==> config.mk <==
export PLATFORM = sky130hd
export DESIGN_NAME = press_sequencer
export DESIGN_NICKNAME = d
export VERILOG_FILES = /design/src/rtl/press_pkg.sv /design/src/rtl/tick_prescaler.sv /design/src/rtl/press_sequencer.sv
export SDC_FILE = /design/constraint.sdc
export NUM_CORES = 1
export LEC_CHECK = 0
export ABC_AREA = 1
export BUFFER_PORTS_ARGS = -buffer_cell sky130_fd_sc_hd__buf_2
export CAP_MARGIN = 10
export CORE_ASPECT_RATIO = 1.4
export CORE_MARGIN = 1
export CORE_UTILIZATION = 50
export CTS_CLUSTER_DIAMETER = 150
export DETAILED_ROUTE_END_ITERATION = 8
export PLACE_DENSITY = 0.64
export SLEW_MARGIN = 30
export SYNTH_ARGS = -nofsm -noshare
export SYNTH_HDL_FRONTEND = slang
export SYNTH_SLANG_ARGS = --single-unit
==> constraint.sdc <==
create_clock -name clk -period 1.7 [get_ports clk]
set_clock_uncertainty 0.1 [all_clocks]
set_input_delay 0.34 -clock clk [delete_from_list [all_inputs] [get_ports clk]]
set_output_delay 0.34 -clock clk [all_outputs]
set_load 0.02 [all_outputs]
==> src/rtl/press_pkg.sv <==
// Shared constants for the press sequencer: FSM state encodings and tick counter sizing.
// Pure definitions; no logic, no latency, no flow control.
package press_pkg;

  localparam logic [1:0] IDLE      = 2'd0;
  localparam logic [1:0] PRESSED   = 2'd1;
  localparam logic [1:0] LONG_HELD = 2'd2;

  localparam int TICKS_W = 4;
  localparam logic [TICKS_W-1:0] TICKS_MAX = 4'd15;

endpackage

==> src/rtl/tick_prescaler.sv <==
// Divides clk down to a one-cycle tick every TICK_DIV enabled cycles; tick is asserted
// combinationally in the last count of the period. No backpressure; clear overrides enable.
module tick_prescaler #(
  parameter int TICK_DIV = 12_500_000
) (
  input  logic clk,
  input  logic rst_n,
  input  logic clear,
  input  logic enable,
  output logic tick
);

  localparam int CW = $clog2(TICK_DIV);
  localparam logic [CW-1:0] LAST = CW'(TICK_DIV - 1);

  logic [CW-1:0] cnt;

  assign tick = enable && !clear && (cnt == LAST);

  always_ff @(posedge clk or negedge rst_n) begin
    if (!rst_n) begin
      cnt <= '0;
    end else if (clear) begin
      cnt <= '0;
    end else if (enable) begin
      cnt <= (cnt == LAST) ? '0 : cnt + 1'b1;
    end
  end

endmodule

==> src/rtl/press_sequencer.sv <==
// Times debounced presses, classifies short/long, drives a wrapping press counter and strobes.
// All outputs registered, one cycle after the sampled event; no backpressure (events are pulses).
module press_sequencer
  import press_pkg::*;
#(
  parameter int TICK_DIV   = 12_500_000,
  parameter int LONG_TICKS = 12,
  parameter int CNT_W      = 3
) (
  input  logic               clk,
  input  logic               rst_n,
  input  logic               pb_down,
  input  logic               pb_up,
  input  logic               pb_state,
  output logic [CNT_W-1:0]   count,
  output logic [TICKS_W-1:0] ticks,
  output logic               short_pulse,
  output logic               long_pulse,
  output logic               press_active
);

  localparam logic [TICKS_W-1:0] LONG_M1 = TICKS_W'(LONG_TICKS - 1);

  logic [1:0] state;
  logic [1:0] nstate;
  logic       rel_q;
  logic       release_ev;
  logic       start;
  logic       short_ev;
  logic       long_ev;
  logic       tick;

  tick_prescaler #(.TICK_DIV(TICK_DIV)) u_prescaler (
    .clk    (clk),
    .rst_n  (rst_n),
    .clear  (start),
    .enable (state != IDLE),
    .tick   (tick)
  );

  // A released level seen on two consecutive cycles stands in for a lost pb_up.
  assign release_ev = pb_up || (pb_state && rel_q);

  always_comb begin
    nstate   = state;
    start    = 1'b0;
    short_ev = 1'b0;
    long_ev  = 1'b0;
    case (state)
      IDLE: begin
        if (pb_down) begin
          nstate = PRESSED;
          start  = 1'b1;
        end
      end
      PRESSED: begin
        if (tick && (ticks == LONG_M1)) begin
          long_ev = 1'b1;
          nstate  = release_ev ? IDLE : LONG_HELD;
        end else if (release_ev) begin
          short_ev = 1'b1;
          nstate   = IDLE;
        end
      end
      LONG_HELD: begin
        if (release_ev) nstate = IDLE;
      end
      default: nstate = IDLE;
    endcase
  end

  always_ff @(posedge clk or negedge rst_n) begin
    if (!rst_n) begin
      state        <= IDLE;
      rel_q        <= 1'b0;
      ticks        <= '0;
      count        <= '0;
      short_pulse  <= 1'b0;
      long_pulse   <= 1'b0;
      press_active <= 1'b0;
    end else begin
      state        <= nstate;
      rel_q        <= (state != IDLE) && pb_state;
      short_pulse  <= short_ev;
      long_pulse   <= long_ev;
      press_active <= (nstate != IDLE);
      if (start) begin
        ticks <= '0;
      end else if (tick && (ticks != TICKS_MAX)) begin
        ticks <= ticks + 1'b1;
      end
      if (long_ev) begin
        count <= '0;
      end else if (short_ev) begin
        count <= count + CNT_W'(1);
      end
    end
  end

endmodule

==> results.toml, run 1 <==
[run_status]
status = "finished clean"

[clock_tree]
cts_buffer_depth = 2
clkTransAtPathRegs_ps = 70
ctsHtreeMaxLevel = 2
clock_sinks = 37
cts_tree = "done"
clock_latency_ps = 300
cts_buffers = 5
root_buffer = "clkbuf_8"

[timing]
min_period_ps = 1680
max_slew.worst_pin.slew_ps = 443
final-hold-violation-count = 0
period_share = 0.991
setup_viol = 0
slew_headroom = 0.705
rsz0062_at_grt = "yes"
drv_slew = 0
max_freq_mhz = 594
timing.final.ws_setup_ps = 15.8

[synth]
syn_area_um2 = 2250
synth_cell_types = 27
yosysSeqAreaShare = 0.411
synthesis.nets = 311
synth.area.top_cells = "dfrtp_1 41%, nand2_1 12%, inv_1 6.8%, nand3_1 6.4%, nor2_1 5.5%"
avgSynthCellArea_um2 = 7.44
syn_inst = 303
synth_top_area_frac = 0.411
synth_top_area_cell = "dfrtp_1"
synth_seq_cells = 37
ys_warn_count = 0

[power]
leakage_uw = 0.00138
ir_drop_v = 0.000671
power_density_nw_per_um2 = 779

[cells_and_area]
final_layout_size_suffix_gt1_frac = 0.234
postLayoutCoreUtil = 0.647
fin_nets = 362
n_antenna_cell = 0
fill_cells = 402
seqCellArea_um2 = 927
multi_input_area_um2 = 1180
area_growth_pct = 22.7

[global_routing]
grt_max_degree = 22
overflow = 0
antenna_found_initial = 0
grt_pass1_vias = 2077
grt_pass1_wl_um = 9280
track_usage = 0.260

[floorplanning]
die_height_um = 81.4
die_area_um2 = 4780
initial_core_util = 0.527
rows = 28
die_w_um = 58.7
core_area_um2 = 4270
ioPinCount = 15

[place]
dp_hpwl_um = 4230
place.gp.congestion = 0.848
port-buffer-count = 14
place_ws_ps = 1.22

[worst_setup_path]
end_kind = "flip-flop"
required_ps = 1780
arrival_ps = 1760
worstPathMaxFanout = 5
start_kind = "flip-flop"
r2r_setup_slack_ps = 20
worstSetupPathType = "reg2reg"
reg2reg_depth = 8

[route]
wire_per_inst_um = 13.7
vias = 2133
drc = 0
wl_um = 5660
routed_via_density = 5.15
postRouteAntennaNets = 0
first_pass_iters = 4
dr.first_iter.drc_count = 110

[worst_hold_path]
hold_path_class = "in2reg"
hold_depth = 3

[flow_run]
max_cap_viol_count = 0
## cells in the mapped netlist
master and number:
dfrtp_1 37, nand2_2 3, nor3_4 1, a21oi_1 4, xnor2_1 1, a2bb2oi_1 1
inv_1 41, buf_6 2, nor2_1 33, o22ai_1 4, nor2_4 5, inv_2 2
nand3_2 4, nand2_1 74, nor4_1 1, ha_1 3, o21ai_0 15, nor2_2 5
a22o_2 1, o21ai_1 6, buf_2 2, a21boi_0 1, nor3_1 2, o41ai_1 1
nand4_1 17, xor2_1 8, nand3_1 29
## what timing repair did
action,CTS,global route
hold endpoints to repair,16,0
pin swaps,2,5
hold buffers,1,0
buffers inserted,2,4
gates cloned,1,0
resized for setup,4,12
setup endpoints to repair,3,25
## through the flow
step	area [um2]	power [uW]	TNS, ps	hold slack [ps]	std cells
after floorplan	2250	1320	0	-55.6	303
after global placement	2570	1490	0	205	399
after detailed placement	2570	1500	0	208	399
after CTS	2710	2140	0	163	410
after global routing	2770	2260	-480	195	414
final	2770	2150	0	164	414
## final timing paths
check,start,end
max,u_prescaler.cnt[0],u_prescaler.cnt[1]
min,pb_state,rel_q
max reg2reg,u_prescaler.cnt[0],u_prescaler.cnt[1]
min reg2reg,u_prescaler.cnt[23],u_prescaler.cnt[23]
max in group asynchronous,rst_n,u_prescaler.cnt[3]
min in group asynchronous,rst_n,u_prescaler.cnt[12]
## layout by cell type, fill, tap and decap left out, types with 13 or more instances in the layout
| master | n |
|---|---|
| o21ai_0 | 13 |
| buf_4 | 31 |
| inv_1 | 40 |
| buf_2 | 14 |
| dfrtp_1 | 36 |
| nand4_1 | 17 |
| nand3_1 | 28 |
| nand2_1 | 72 |
| nor2_1 | 30 |
## routing by layer
layer,GRT usage,part of all wire
met5,0,0
met4,0.0929,0.015
met3,0.0394,0.025
met2,0.486,0.54
met1,0.295,0.42
## where the power goes
part | leakage [uW] | switching [uW] | internal (uW)
Combinational | 0.000836 | 288 | 200
Clock | 0.0000443 | 309 | 322
Sequential | 0.000501 | 76.4 | 958
Total | 0.00138 | 674 | 1480
## layout make-up
type,instances,share of cell area
multi-input cells,220,0.428
flip-flops and latches,37,0.335
repair buffers,47,0.120
inverters,43,0.0584
clock buffers,7,0.0312
well taps,60,0.0271
## worst max-delay path, cell delays in order (launching register included)
cell and delay, ps:
dfrtp_1 360, ha_2 200, nand3_2 110, nor2_1 120
nand2_1 90, nor2_4 160, nor2_4 90, buf_4 140
a22o_2 210
## sequential cells by signal, summed over array words and instances (netlist names)
register	count
long_pulse	1
count	3
state	2
ticks	4
press_active	1
u_prescaler.cnt	24
short_pulse	1
rel_q	1
## cells by family (layout without fill, tap and decap cells)
family / Yosys count / count (layout) / share of synthesized area
buffers and inverters: 47 / 97 / 0.0861
AOI/OAI and AO/OA: 33 / 33 / 0.0822
DFF: 37 / 37 / 0.411
adders and majority gates: 3 / 3 / 0.0167
xor gates and xnor gates: 9 / 9 / 0.0350
and+or+nand+nor: 174 / 175 / 0.369
Note: power is estimated with default switching activity, not from simulation.
==> run 2, diff against run 1 <==
- CELL_PAD_IN_SITES_DETAIL_PLACEMENT: default -> 2
- CELL_PAD_IN_SITES_GLOBAL_PLACEMENT: default -> 2
- CORE_UTILIZATION: 50 -> 35
- PLACE_DENSITY: 0.64 -> 0.75
==> results.toml, run 2 (same netlist as run 1, synthesis figures left out) <==
[run_status]
status = "finished, violations left"
failed_checks = "negative setup slack"

[global_routing]
grt_max_degree = 23
grt_pass1_vias = 2767
grt_pass1_wl_um = 14200
antenna_found_initial = 0
overflow = 0
track_usage = 0.271

[clock_tree]
clock_latency_ps = 310
root_buffer = "clkbuf_8"
cts_buffer_depth = 2
clkTransAtPathRegs_ps = 80
cts_tree = "done"
clock_sinks = 37
ctsHtreeMaxLevel = 2
cts_buffers = 5

[floorplanning]
die_w_um = 69.8
core_area_um2 = 6210
die_area_um2 = 6770
ioPinCount = 15
die_height_um = 96.9
rows = 34
initial_core_util = 0.363

[flow_run]
max_cap_viol_count = 0

[route]
drc = 0
wire_per_inst_um = 24.8
wl_um = 11100
postRouteAntennaNets = 0
vias = 2509
dr.first_iter.drc_count = 124
routed_via_density = 5.64
first_pass_iters = 6

[cells_and_area]
n_antenna_cell = 0
largest_reg_flops = 24
fin_nets = 380
reg_top3 = "u_prescaler.cnt x24, ticks x4, count x3"
final_cell_mix = "59 x nand2_1, 42 x buf_4, 35 x inv_1"
finalInstanceArea_um2 = 3130
multi_input_area_um2 = 1360
mostFrequentLayoutCell = "nand2_1"
seqCellArea_um2 = 932
area_growth_pct = 38.9
regMostFlops = "u_prescaler.cnt"
fill_cells = 690
final_layout_size_suffix_gt1_frac = 0.386

[timing]
max_freq_mhz = 540
setup_tns_ps = -2100
max_slew.worst_pin.slew_ps = 439
timing.final.ws_setup_ps = -153
rsz0062_at_grt = "yes"
setup_viol = 21
drv_slew = 0
min_period_ps = 1850
period_share = 1.09
final-hold-violation-count = 0
slew_headroom = 0.707

[place]
place.gp.congestion = 0.792
place_area_um2 = 2690
port-buffer-count = 14
dp_hpwl_um = 5820

[worst_setup_path]
cpMostUsedCell = "nand2_1"
worstSetupPathType = "reg2reg"
end_kind = "flip-flop"
cp_slowest_cell = "dfrtp_1"
slowest_delay_ps = 420
required_ps = 1840
worstPathMaxFanout = 5
arrival_ps = 1990
cp_cell_sequence = "buf_4 > nand3_2 > nor2_4 > nand4_1 > nor2_4 > nand2_1 > nand2_1 > nand3_1 > nand2_1"
start_kind = "flip-flop"
reg2reg_depth = 9

[power]
ir_drop_v = 0.000455
power_density_nw_per_um2 = 752
leakage_uw = 0.00149

[worst_hold_path]
hold_depth = 3
hold_path_class = "in2reg"
-- run 2: changes by cell type in the layout (fill, tap and decap cells not counted), sizes merged --
cell / previous run / this run
buf: 46 / 64
clkinv: 0 / 2
clkbuf: 7 / 6
clkinvlp: 0 / 1
inv: 43 / 42
-- run 2: critical path: cells and delay by family, from the launching register on --
family	cells	cell delay, ps
simple gates	8	1090
buf+inv	1	160
flops	1	420
-- run 2: timing repair --
item                                   in CTS  in global routing
pin swaps                                  11                 24
setup buffers                               6                  6
cloned                                      1                  0
hold buffers                                1                  0
resized for setup                          23                 57
setup endpoints to repair                  28                 34
endpoints found under the hold margin      15                  0
-- run 2: worst paths after layout --
check	slack, ps	endpoint	from
worst max-delay path	-150	u_prescaler.cnt[21]	u_prescaler.cnt[0]
worst min-delay path	160	rel_q	pb_state
worst max register to register	-150	u_prescaler.cnt[21]	u_prescaler.cnt[0]
worst min register to register	500	count[2]	count[2]
max in group asynchronous	620	u_prescaler.cnt[4]	rst_n
min in group asynchronous	410	u_prescaler.cnt[11]	rst_n
-- run 2: area by class of cell --
class / instances / area share
Clock buffer: 6 / 0.0232
Clock inverter: 2 / 0.00320
Inverter: 43 / 0.0536
Multi-Input combinational cell: 220 / 0.433
Sequential cell: 37 / 0.298
Tap cell: 72 / 0.0288
Timing Repair Buffer: 65 / 0.161
-- run 2: metal layers --
metal | up-vias | track usage | share of wire | wire (um)
met2 | 64 | 0.525 | 0.55 | 6070
met4 | 0 | 0.123 | 0.044 | 492
met1 | 1279 | 0.277 | 0.38 | 4240
met5 | - | 0 | 0 | 0
met3 | 34 | 0.0406 | 0.023 | 255
li1 | 1132 | - | - | -
-- run 2: report_power, final --
group          internal (uW)  switching (uW)
clock                    285             348
sequential               960             101
combinational            262             398
-- run 2: metrics by stage --
step	utilization	std cells	total power [uW]	setup slack, ps	hold slack (ps)
detailed placement	0.433	423	1540	-138	205
floorplan	-	303	1320	139	-55.6
CTS	0.470	439	2230	-9.33	174
global route	0.504	445	2420	-251	163
global placement	0.433	423	1510	-23.7	209
finish	0.504	445	2350	-153	161
==> run 3, diff against run 2 <==
- SKIP_CTS_REPAIR_TIMING: default -> 1
==> results.toml, run 3 (same netlist as run 1, synthesis figures left out) <==
[clock_tree]
cts_buffer_depth = 2
ctsHtreeMaxLevel = 2
clock_latency_ps = 310
root_buffer = "clkbuf_8"
clkTransAtPathRegs_ps = 80
cts_tree = "done"
cts_buffers = 5
clock_sinks = 37

[floorplanning]
initial_core_util = 0.363
die_area_um2 = 6770
die_w_um = 69.8
rows = 34
ioPinCount = 15
die_height_um = 96.9
core_area_um2 = 6210

[power]
power_density_nw_per_um2 = 758
leakage_uw = 0.00151
ir_drop_v = 0.000719

[global_routing]
overflow = 0
track_usage = 0.238
grt_pass1_vias = 2589
grt_pass1_wl_um = 12600
grt_max_degree = 23
antenna_found_initial = 0

[place]
dp_hpwl_um = 5820
place.gp.congestion = 0.792
dp.cells = 423
port-buffer-count = 14

[route]
dr.first_iter.drc_count = 88
wl_um = 9560
routed_via_density = 5.42
drc = 0
first_pass_iters = 4
postRouteAntennaNets = 0
vias = 2428
wire_per_inst_um = 21.3

[timing]
timing.final.ws_setup_ps = -180
min_period_ps = 1880
period_share = 1.11
drv_slew = 0
setup_tns_ps = -2600
rsz0062_at_grt = "yes"
max_freq_mhz = 532
max_slew.worst_pin.slew_ps = 441
slew_headroom = 0.703
final-hold-violation-count = 0
setup_viol = 31

[cells_and_area]
final_layout_size_suffix_gt1_frac = 0.327
postLayoutCoreUtil = 0.494
fin_nets = 383
n_antenna_cell = 0
final_cell_mix = "70 x nand2_1, 46 x buf_4, 39 x inv_1"
fin_cells = 448
largest_reg_flops = 24
mostFrequentLayoutCell = "nand2_1"
regMostFlops = "u_prescaler.cnt"
reg_top3 = "u_prescaler.cnt x24, ticks x4, count x3"
area_growth_pct = 36.1

[worst_setup_path]
end_kind = "flip-flop"
cpMostUsedCell = "nand2_1"
cp_num_buf_inv = 1
cp_cell_sequence = "nor2_1 > nand2_1 > nor2_1 > nand2_2 > nor2_4 > buf_4 > nand4_1 > nand2_1 > nand2_1 > nand2_1"
cp_slowest_cell = "dfrtp_1"
slowest_delay_ps = 460
r2r_setup_slack_ps = -180
worstPathMaxFanout = 5
required_ps = 1860
start_kind = "flip-flop"
crit_family = "simple AND/OR/NAND/NOR gates"
worstSetupPathType = "reg2reg"
reg2reg_depth = 10
arrival_ps = 2040
r2r-start = "u_prescaler.cnt[22]"
r2r_end = "press_active"

[worst_hold_path]
hold_path_class = "in2reg"
hold-path-endpoint = "rel_q"
hold_depth = 3
hp-start = "pb_state"

[run_status]
failed_checks = "negative setup slack"
status = "finished, violations left"

[flow_run]
max_cap_viol_count = 0
==> run 3: changes by cell type in the layout (fill, tap and decap cells not counted), sizes merged <==
cell | before | now
buf | 64 | 67
==> run 3: layout make-up <==
cell class,count,area [um2]
Multi-Input combinational cell,220,1270
Tap cell,72,90.1
Fill cell,703,3140
Timing Repair Buffer,68,531
Sequential cell,37,931
Inverter,43,165
Clock buffer,6,72.6
Clock inverter,2,10.0
==> run 3: where the power goes <==
| part | total, uW | internal, uW | leakage (uW) | switching [uW] |
|---|---|---|---|---|
| logic | 626 | 272 | 0.000971 | 354 |
| clock network | 655 | 285 | 0.0000450 | 370 |
| registers | 1050 | 960 | 0.000497 | 85.7 |
| total | 2330 | 1520 | 0.00151 | 809 |
==> run 3: stage by stage <==
step | power (uW) | setup WS (ps) | hold slack [ps] | area [um2]
6_report | 2330 | -180 | 154 | 3070
5_1_grt | 2420 | -224 | 185 | 3070
4_1_cts | 2160 | -172 | -104 | 2770
3_5_place_dp | 1540 | -138 | 205 | 2690
3_3_place_gp | 1510 | -23.7 | 209 | 2690
2_1_floorplan | 1320 | 139 | -55.6 | 2250
==> run 3: worst max path at each step <==
| stage | start | to | slack [ps] | depth (start not counted) |
|---|---|---|---|---|
| after global placement | u_prescaler.cnt[1] | u_prescaler.cnt[3] | -20 | 8 |
| after detailed placement | u_prescaler.cnt[1] | u_prescaler.cnt[9] | -140 | 8 |
| after floorplan | ticks[0] | press_active | 140 | 6 |
| after global routing | u_prescaler.cnt[1] | u_prescaler.cnt[10] | -220 | 8 |
| after CTS | u_prescaler.cnt[1] | u_prescaler.cnt[9] | -170 | 8 |
| final | u_prescaler.cnt[22] | press_active | -180 | 10 |
==> run 3: metal layers <==
layer,vias up,wire [um],GRT usage
li1,1133,-,-
met1,1235,3840,0.253
met2,39,5260,0.464
met3,21,173,0.0323
met4,0,285,0.0846
met5,-,0,0
==> run 3: worst reg2reg max path, stage by stage, from the launching register on <==
cell,delay (ps)
dfrtp_1,460
nor2_1,200
nand2_1,110
nor2_1,180
nand2_2,90
nor2_4,190
buf_4,140
nand4_1,100
nand2_1,100
nand2_1,80
nand2_1,80
